File: src/rtl/carry_look_ahead_pkg.sv
// Purpose : shared constants for the carry-look-ahead adder slice.
// Ports   : none (package only).
package carry_look_ahead_pkg;

    // Width of one first-level look-ahead group.
    localparam int GROUP_W = 4;

    // Largest number of groups the second-level unit is built for.
    localparam int MAX_GROUPS = 4;

endpackage : carry_look_ahead_pkg

File: src/rtl/carry_look_ahead_cla_group_4.sv
// Purpose : 4-bit carry-look-ahead group. Produces the group sum from a
//           supplied carry-in, plus group generate/propagate for the
//           second look-ahead level.
// Ports   : a, b  - 4-bit operand slices
//           cin   - carry into bit 0 of the group
//           sum   - 4-bit sum slice
//           gg    - group generate (carry out regardless of cin)
//           gp    - group propagate (cin passes straight through)
module cla_group_4
    import carry_look_ahead_pkg::*;
(
    input  logic [GROUP_W-1:0] a,
    input  logic [GROUP_W-1:0] b,
    input  logic               cin,
    output logic [GROUP_W-1:0] sum,
    output logic               gg,
    output logic               gp
);

    logic [GROUP_W-1:0] g;
    logic [GROUP_W-1:0] p;
    logic [GROUP_W-1:0] c;

    assign g = a & b;
    assign p = a ^ b;

    // Every carry is a flat sum of products of g/p/cin; none depends on
    // the previous carry, so there is no ripple path inside the group.
    assign c[0] = cin;
    assign c[1] = g[0] | (p[0] & cin);
    assign c[2] = g[1] | (p[1] & g[0]) | (p[1] & p[0] & cin);
    assign c[3] = g[2] | (p[2] & g[1]) | (p[2] & p[1] & g[0])
                | (p[2] & p[1] & p[0] & cin);

    assign sum = p ^ c;

    assign gg = g[3] | (p[3] & g[2]) | (p[3] & p[2] & g[1])
              | (p[3] & p[2] & p[1] & g[0]);
    assign gp = &p;

endmodule : cla_group_4

File: src/rtl/carry_look_ahead.sv
// Purpose : registered unsigned adder {Cout,S} = A + B built from 4-bit
//           look-ahead groups and a second-level look-ahead carry unit.
//           One cycle latency, one new operand pair per cycle.
// Ports   : clk   - clock, rising edge
//           rst_n - asynchronous active-low reset, clears S and Cout
//           A, B  - WIDTH-bit unsigned operands
//           Cout  - registered carry out of bit WIDTH-1
//           S     - registered WIDTH-bit sum
module carry_look_ahead
    import carry_look_ahead_pkg::*;
#(
    parameter int WIDTH = 4
) (
    input  logic             clk,
    input  logic             rst_n,
    input  logic [WIDTH-1:0] A,
    input  logic [WIDTH-1:0] B,
    output logic             Cout,
    output logic [WIDTH-1:0] S
);

    localparam int NG = WIDTH / GROUP_W;

    if ((WIDTH % GROUP_W) != 0 || WIDTH < GROUP_W || NG > MAX_GROUPS) begin : g_bad_width
        $fatal(1, "carry_look_ahead: WIDTH must be 4, 8, 12 or 16");
    end

    logic [NG-1:0]    grp_g;
    logic [NG-1:0]    grp_p;
    logic [NG:0]      grp_c;
    logic [WIDTH-1:0] s_d;
    logic             cout_d;
    logic [WIDTH-1:0] s_q;
    logic             cout_q;

    // Second-level look-ahead: carry into group j is
    //   OR over i<j of ( GG[i] & GP[i+1] & ... & GP[j-1] ).
    // The carry-in term of the sum of products drops out because the
    // adder has no external carry-in.
    always_comb begin
        logic acc;
        logic prod;
        grp_c = '0;
        for (int j = 1; j <= NG; j++) begin
            acc = 1'b0;
            for (int i = 0; i < j; i++) begin
                prod = grp_g[i];
                for (int k = i + 1; k < j; k++) begin
                    prod = prod & grp_p[k];
                end
                acc = acc | prod;
            end
            grp_c[j] = acc;
        end
    end

    for (genvar gi = 0; gi < NG; gi++) begin : g_grp
        cla_group_4 u_grp (
            .a   (A[gi*GROUP_W +: GROUP_W]),
            .b   (B[gi*GROUP_W +: GROUP_W]),
            .cin (grp_c[gi]),
            .sum (s_d[gi*GROUP_W +: GROUP_W]),
            .gg  (grp_g[gi]),
            .gp  (grp_p[gi])
        );
    end

    assign cout_d = grp_c[NG];

    // Output register; reset clears the result immediately.
    always_ff @(posedge clk or negedge rst_n) begin
        if (!rst_n) begin
            s_q    <= '0;
            cout_q <= 1'b0;
        end else begin
            s_q    <= s_d;
            cout_q <= cout_d;
        end
    end

    assign S    = s_q;
    assign Cout = cout_q;

endmodule : carry_look_ahead

File: config.mk
export PLATFORM = sky130hd
export DESIGN_NAME = carry_look_ahead
export DESIGN_NICKNAME = d
export VERILOG_FILES = /design/src/rtl/carry_look_ahead_pkg.sv /design/src/rtl/carry_look_ahead_cla_group_4.sv /design/src/rtl/carry_look_ahead.sv
export SDC_FILE = /design/constraint.sdc
export NUM_CORES = 1
export LEC_CHECK = 0
export BUFFER_PORTS_ARGS = -buffer_cell sky130_fd_sc_hd__buf_2
export CAP_MARGIN = 20
export CORE_AREA = 2 2 39 41
export DETAILED_ROUTE_END_ITERATION = 7
export DIE_AREA = 0 0 41 43
export SLEW_MARGIN = 30
export SYNTH_ARGS = -nofsm -noshare
export SYNTH_HDL_FRONTEND = slang
export SYNTH_SLANG_ARGS = --single-unit
export TNS_END_PERCENT = 50
File: constraint.sdc
create_clock -name clk -period 0.8 [get_ports clk]
set_input_delay 0.04 -clock clk [delete_from_list [all_inputs] [get_ports clk]]
set_output_delay 0.04 -clock clk [all_outputs]
set_load 0.005 [all_outputs]
== Yosys cells after proc, flatten, opt, wreduce, memory -nomap -nowiden ==
Index checks and enable logic that the tools add are counted.
Storage, ports and cells
  output and inout port bits: 5
  input port bits: 10
  register bits after elaboration: 5
  word-level logic and storage cells: 20
Cells by class
  bitwise gates (word level): 18
Operators with widths (count)
  AND 1 bit: 9
  XOR 4 bit: 2
  bitwise OR 1 bit: 6
  AND 4 bit: 1

== Longest topological paths before layout ==
Gate-level depths: netlist of run 1.
  word-level depth: 5
  mapped depth: 4
  depth with buffers taken out: 4

== Hierarchy ==
From an unflattened synthesis of run 1, not the netlist that was laid out.
Unflattened totals
  cells, all modules: 28
  area, all modules: 311.5 um^2
By module, submodules not included
  cla_group_4: area each 182.7 um^2, seq. area each 0.0 um^2, times used 1, cells each 22
  carry_look_ahead: area each 128.9 um^2, seq. area each 125.1 um^2, times used 1, cells each 6

== Worst setup path after synthesis of run 1 ==
OpenSTA, ideal clock, no wires.
  path kind: input -> register
  start: input port A[1]
  end: register s_q[3] (netlist: S[3])
  setup slack: -0.038 ns
  arrival: 0.758 ns
  data required time: 0.720 ns
  stages: 4
  cell sequence: ha_1 > a21o_1 > a21oi_2 > xnor2_1
On the way
  longest elaborated chain between the ends: 5
RTL lines
  start: declaration: RTL line carry_look_ahead.sv:16  | input logic [WIDTH-1:0] A,
  AND 4 bit or XOR 4 bit (tied branches): RTL line carry_look_ahead_cla_group_4.sv:24, carry_look_ahead_cla_group_4.sv:25
  AND 1 bit: RTL line carry_look_ahead_cla_group_4.sv:32  | assign c[3] = g[2] | (p[2] & g[1]) | (p[2] & p[1] & g[0])
  bitwise OR 1 bit or AND 1 bit (tied branches): RTL line carry_look_ahead_cla_group_4.sv:32
  bitwise OR 1 bit (*): RTL line carry_look_ahead_cla_group_4.sv:32
  XOR 4 bit (*): RTL line carry_look_ahead_cla_group_4.sv:35  | assign sum = p ^ c;
  via g_grp[0].u_grp.sum[3]: RTL line carry_look_ahead_cla_group_4.sv:15  | output logic [GROUP_W-1:0] sum,
  end signal: assignment: RTL line carry_look_ahead.sv:73  | s_q <= '0;
  end signal: assignment: RTL line carry_look_ahead.sv:76  | s_q <= s_d;
  end: declaration: RTL line carry_look_ahead.sv:33  | logic [WIDTH-1:0] s_q;
The timed path passes the listed nets; every way through them passes the cells marked *.

== Worst setup path in the final report of run 1 ==
  start: register s_q[3] (netlist: S[3])
  end: output port S[3]
RTL lines
  end: declaration: RTL line carry_look_ahead.sv:19  | output logic [WIDTH-1:0] S
No word-level cell between the ends.

==> results_dict.tcl, run 1 <==
set metrics [dict create \
    status "complete, no violations" \
    critPathTopFamily "flip-flops" \
    drive_gt1_share_pct 46.15 \
    use_met3_pct 2.094 \
    yosysWarnings 0 \
    drcViolationCount 0 \
    hold_path.class "primary input to flop" \
    wl_per_cell_um 7.782 \
    start_util_pct 18.44 \
    fin_area_sq_um 381.6 \
    synth_top_area_share_pct 49.02 \
    rsz0062_at_grt "no" \
    synth.area.top_cells "dfrtp_1 (49%), ha_1 (20%), fa_1 (7.8%), inv_1 (7.4%), xnor2_1 (6.9%)" \
    syn2layout_area_growth_pct 49.51 \
    nNetsFinal 55 \
    dpl.hpwl_um 372.3 \
    numCtsBuffers 3 \
    die_area_sq_um 1763 \
    worst_pin_slew_ps 143.1 \
    synth_area_per_cell_sq_um 12.76 \
    synth_area_sq_um 255.2 \
    cp-start-kind "flop" \
    relSlewSlack_pct 90.46 \
    met1_usage_pct 4.870 \
    synth_seq_area_share_pct 49.02 \
    drt_iter0_drc 0 \
    first_pass_iters 1 \
    layout_commonest_cell "buf_2" \
    die_y_um 43 \
    dp_cells 50 \
    grt-busiest-layer "met2" \
    io_buffer_count 14 \
    tns_ps 0 \
    cap_violations 0 \
    cpPeakStageDelay_ps 350 \
    hold_start "B[0]" \
    path_cells "buf_2" \
    end_kind "output pin" \
    hold_viol 0 \
    arrival_ps 700 \
    final_max_slew_viol_count 0 \
    hold_depth 2 \
    setup_viol 0 \
    groute.usage.overall_pct 5.841 \
    place_area_sq_um 345.3 \
    first_global_vias 188 \
    grt_max_degree 6 \
    crit_slowest_cell "dfrtp_1" \
    min_to "S[0]$_DFF_PN0_" \
    cts_tree "done" \
    num_io_pins 15 \
    grt_overflow_total 0 \
    final_cell_mix "buf_2 (14), dfrtp_1 (5), inv_1 (5)" \
    cts-root-buf "clkbuf_4" \
    antenna_found_initial 0 \
    htree_levels 1 \
    rows 14 \
    clockBufferDepth 2 \
    required_ps 760 \
    syn_nets 35 \
    grtUsageMet2_pct 8.438 \
    finalCritPeriodShare_pct 92.93 \
    die_x_um 41 \
    num_antenna_cells 0 \
    gp_congestion 0.5657 \
    critPathKind "flop to output pin" \
    vias 188 \
    synthCells 20 \
    synth_top_cell_by_area "dfrtp_1" \
    power_leakage_nw 0.2124 \
    stdcell_count 55 \
    ant_nets 0 \
    fmax_mhz 1345 \
    core_area_sq_um 1384 \
    post-cts-setup-buffers 0 \
    ys_types 8 \
    grt_pass1_wl_um 641 \
    post-route-min-period_ps 743.4 \
    cp_max_fo 1 \
    clk_pin_slew_ps 40 \
    final_core_util_pct 27.58 \
    power.density_nw_per_um2 1895 \
    routed_wl_um 428 \
    crit_buf_inv 1 \
    viasPerCell 3.418 \
    ir_drop_mv 0.4381 \
    synth-seq-cells 5 \
    cts_sinks 5 \
]
cells by family after synthesis:
| group | share of synthesized area [%] |
|---|---|
| AO/OA/AOI/OAI | 9.317 |
| XOR/XNOR | 6.864 |
| adder cells (fa/ha/maj) | 27.45 |
| buffers and inverters | 7.354 |
| flip-flops | 49.02 |
layout make-up:
cell class / count / area (sq um)
fill: 150 / 1002
timing repair buffer: 15 / 80.08
clock buffer: 4 / 26.28
inverter: 5 / 18.77
multi-input combinational: 10 / 111.4
tap: 16 / 20.02
sequential: 5 / 125.1
what timing repair did:
item	CTS	global route
endpoints found under the hold margin	5	0
hold buffers	1	0
resized for setup	0	0
worst max-delay path by stage:
stage | from | end | slack, ps | cells after the start
global placement | A[1] | S[3]$_DFF_PN0_ | -170 | 5
floorplan | A[0] | S[2]$_DFF_PN0_ | -40 | 4
finish | S[3]$_DFF_PN0_ | S[3] | 60 | 1
detailed placement | A[1] | S[3]$_DFF_PN0_ | -190 | 5
CTS | S[1]$_DFF_PN0_ | S[1] | 50 | 1
global route | A[1] | S[3]$_DFF_PN0_ | 10 | 5
where the power goes:
| group | switching, mW | internal (mW) | total, mW |
|---|---|---|---|
| clock network | 0.0925 | 0.188 | 0.280 |
| logic | 0.0649 | 0.0802 | 0.145 |
| registers | 0.00718 | 0.291 | 0.298 |
| total | 0.165 | 0.559 | 0.723 |
flip-flops by register name, summed over array words and instances, names as in the netlist:
signal / count
S: 4
Cout: 1
synth_stat cells:
library cell / instances
a21oi_2: 1
dfrtp_1: 5
fa_1: 1
inv_1: 5
a21o_1: 1
xnor2_1: 2
o21bai_1: 1
ha_1: 4
metal layers:
metal,up-vias,wire length [um],share of wire (%)
li1,100,-,-
met1,76,166,39
met2,12,183,43
met3,0,78,18
met4,0,0,0
met5,-,0,0
per-stage QoR:
stage / hold slack [ps] / setup slack, ps / power, mW
finish: 25.55 / 56.56 / 0.7233
CTS: 20.31 / 45.91 / 0.7415
floorplan: -255.6 / -36.64 / 0.3738
global placement: -145.7 / -173.7 / 0.4436
global route: 29.27 / 11.16 / 0.7726
detailed placement: -142.8 / -186.3 / 0.4465
Power figures use the tool's default switching activity.
==> run 2: changes to the inputs <==
--- a/config.mk
+++ b/config.mk
@@ -10,8 +10,9 @@
 export CORE_AREA = 2 2 39 41
 export DETAILED_ROUTE_END_ITERATION = 7
 export DIE_AREA = 0 0 41 43
+export HOLD_SLACK_MARGIN = 0.02
+export PLACE_DENSITY = 0.52
 export SLEW_MARGIN = 30
 export SYNTH_ARGS = -nofsm -noshare
 export SYNTH_HDL_FRONTEND = slang
 export SYNTH_SLANG_ARGS = --single-unit
-export TNS_END_PERCENT = 50
==> results_dict.tcl, run 2 (synthesis results as in run 1) <==
set metrics [dict create \
    status "complete, no violations" \
    pwr-share-comb_pct 21.6 \
    drt_iter0_drc 1 \
    num_io_pins 15 \
    num_antenna_cells 0 \
    grt_pass1_wl_um 641 \
    hold_viol 0 \
    rows 14 \
    routed_wl_um 413 \
    viasPerCell 3.571 \
    clk_pin_slew_ps 40 \
    p_sw_share_pct 23.16 \
    gp_congestion 0.5908 \
    cp_max_fo 1 \
    cts_sinks 5 \
    hold_depth 2 \
    clockBufferDepth 2 \
    relSlewSlack_pct 90.97 \
    ir_drop_mv 0.3977 \
    htree_levels 1 \
    cts-root-buf "clkbuf_4" \
    power_leakage_nw 0.2168 \
    nNetsFinal 56 \
    ant_nets 0 \
    setup_viol 0 \
    path_cells "buf_2" \
    layout_commonest_cell "buf_2" \
    groute.usage.overall_pct 5.622 \
    die_area_sq_um 1763 \
    fmax_mhz 1340 \
    first_global_vias 175 \
    numCtsBuffers 3 \
    total_power_mw 0.7398 \
    post-route-min-period_ps 746.0 \
    critPathKind "flop to output pin" \
    hold_start "B[0]" \
    hold_path.class "primary input to flop" \
    critPathTopFamily "flip-flops" \
    end_kind "output pin" \
    grt_max_degree 6 \
    stdcell_count 56 \
    largest_reg_flops 4 \
    cap_violations 0 \
    min_to "S[0]$_DFF_PN0_" \
    dp_cells 51 \
    arrival_ps 710 \
    power.density_nw_per_um2 1842 \
    cpPeakStageDelay_ps 350 \
    grt_overflow_total 0 \
    start_util_pct 18.44 \
    p_int_mw 0.5685 \
    io_buffer_count 14 \
    syn2layout_area_growth_pct 57.35 \
    antenna_found_initial 0 \
    crit_slowest_cell "dfrtp_1" \
    p_sw_mw 0.1713 \
    wl_per_cell_um 7.375 \
    die_y_um 43 \
    core_area_sq_um 1384 \
    rsz0062_at_grt "no" \
    cts_tree "done" \
    die_x_um 41 \
    drive_gt1_share_pct 52.50 \
    required_ps 760 \
    vias 200 \
    drcViolationCount 0 \
    final_max_slew_viol_count 0 \
    crit_buf_inv 1 \
    final_cell_mix "buf_2 (14), dfrtp_1 (5), inv_1 (4)" \
    first_pass_iters 2 \
    worst_pin_slew_ps 134.5 \
    cp-start-kind "flop" \
    finalCritPeriodShare_pct 93.25 \
    clkPwrFrac_pct 38.1 \
    cts_resized 0 \
    power_frac_seq_pct 40.3 \
]
[run 2: per-stage QoR]
stage / utilization [%] / setup WS, ps / setup TNS [ps] / hold slack (ps) / area [sq um]
6_report: 29.02 / 53.99 / 0 / 50.04 / 401.6
5_1_grt: 29.02 / 13.37 / 0 / 52.33 / 401.6
4_1_cts: 29.02 / 37.51 / 0 / 40.76 / 401.6
3_5_place_dp: 26.40 / -180.5 / -633.0 / -143.1 / 365.4
3_3_place_gp: 26.40 / -153.5 / -579.6 / -145.5 / 365.4
2_1_floorplan: - / -2.146 / -2.146 / -255.6 / 267.8
[run 2: final cells by class]
type | instances | area [sq um]
repair buffers | 16 | 87.58
fillers | 153 | 982.2
inverters | 5 | 18.77
flip-flops and latches | 5 | 125.1
multi-input cells | 10 | 123.9
clock buffers | 4 | 26.28
well taps | 16 | 20.02
[run 2: worst max-delay path by stage]
stage / from / to / slack, ps / depth (start not counted)
after floorplan: A[1] / S[3]$_DFF_PN0_ / -2 / 4
after global placement: A[1] / S[3]$_DFF_PN0_ / -150 / 5
after detailed placement: A[1] / S[3]$_DFF_PN0_ / -180 / 5
after CTS: S[3]$_DFF_PN0_ / S[3] / 40 / 1
after global routing: S[2]$_DFF_PN0_ / S[2] / 10 / 1
final: S[3]$_DFF_PN0_ / S[3] / 50 / 1
[run 2: timing repair]
item	in CTS	in global routing
hold endpoints to repair	5	0
hold buffers	1	0
setup endpoints to repair	0	0
buffers inserted	0	0
[run 2: power by group through the flow]
| stage | Sequential, mW | Combinational [mW] | Clock (mW) |
|---|---|---|---|
| 5_1_grt | 0.303 | 0.184 | 0.313 |
| 3_5_place_dp | 0.302 | 0.159 | 0 |
| 6_report | 0.298 | 0.160 | 0.282 |
| 3_3_place_gp | 0.301 | 0.159 | 0 |
| 2_1_floorplan | 0.310 | 0.0671 | 0 |
| 4_1_cts | 0.298 | 0.164 | 0.301 |
[run 2: metal layers]
layer / share of wire [%] / global-route usage (%) / wire length, um
met3: 12 / 1.571 / 49
met1: 42 / 6.752 / 175
met4: 0 / 6.000 / 0
met2: 46 / 7.187 / 188
met5: 0 / 0 / 0
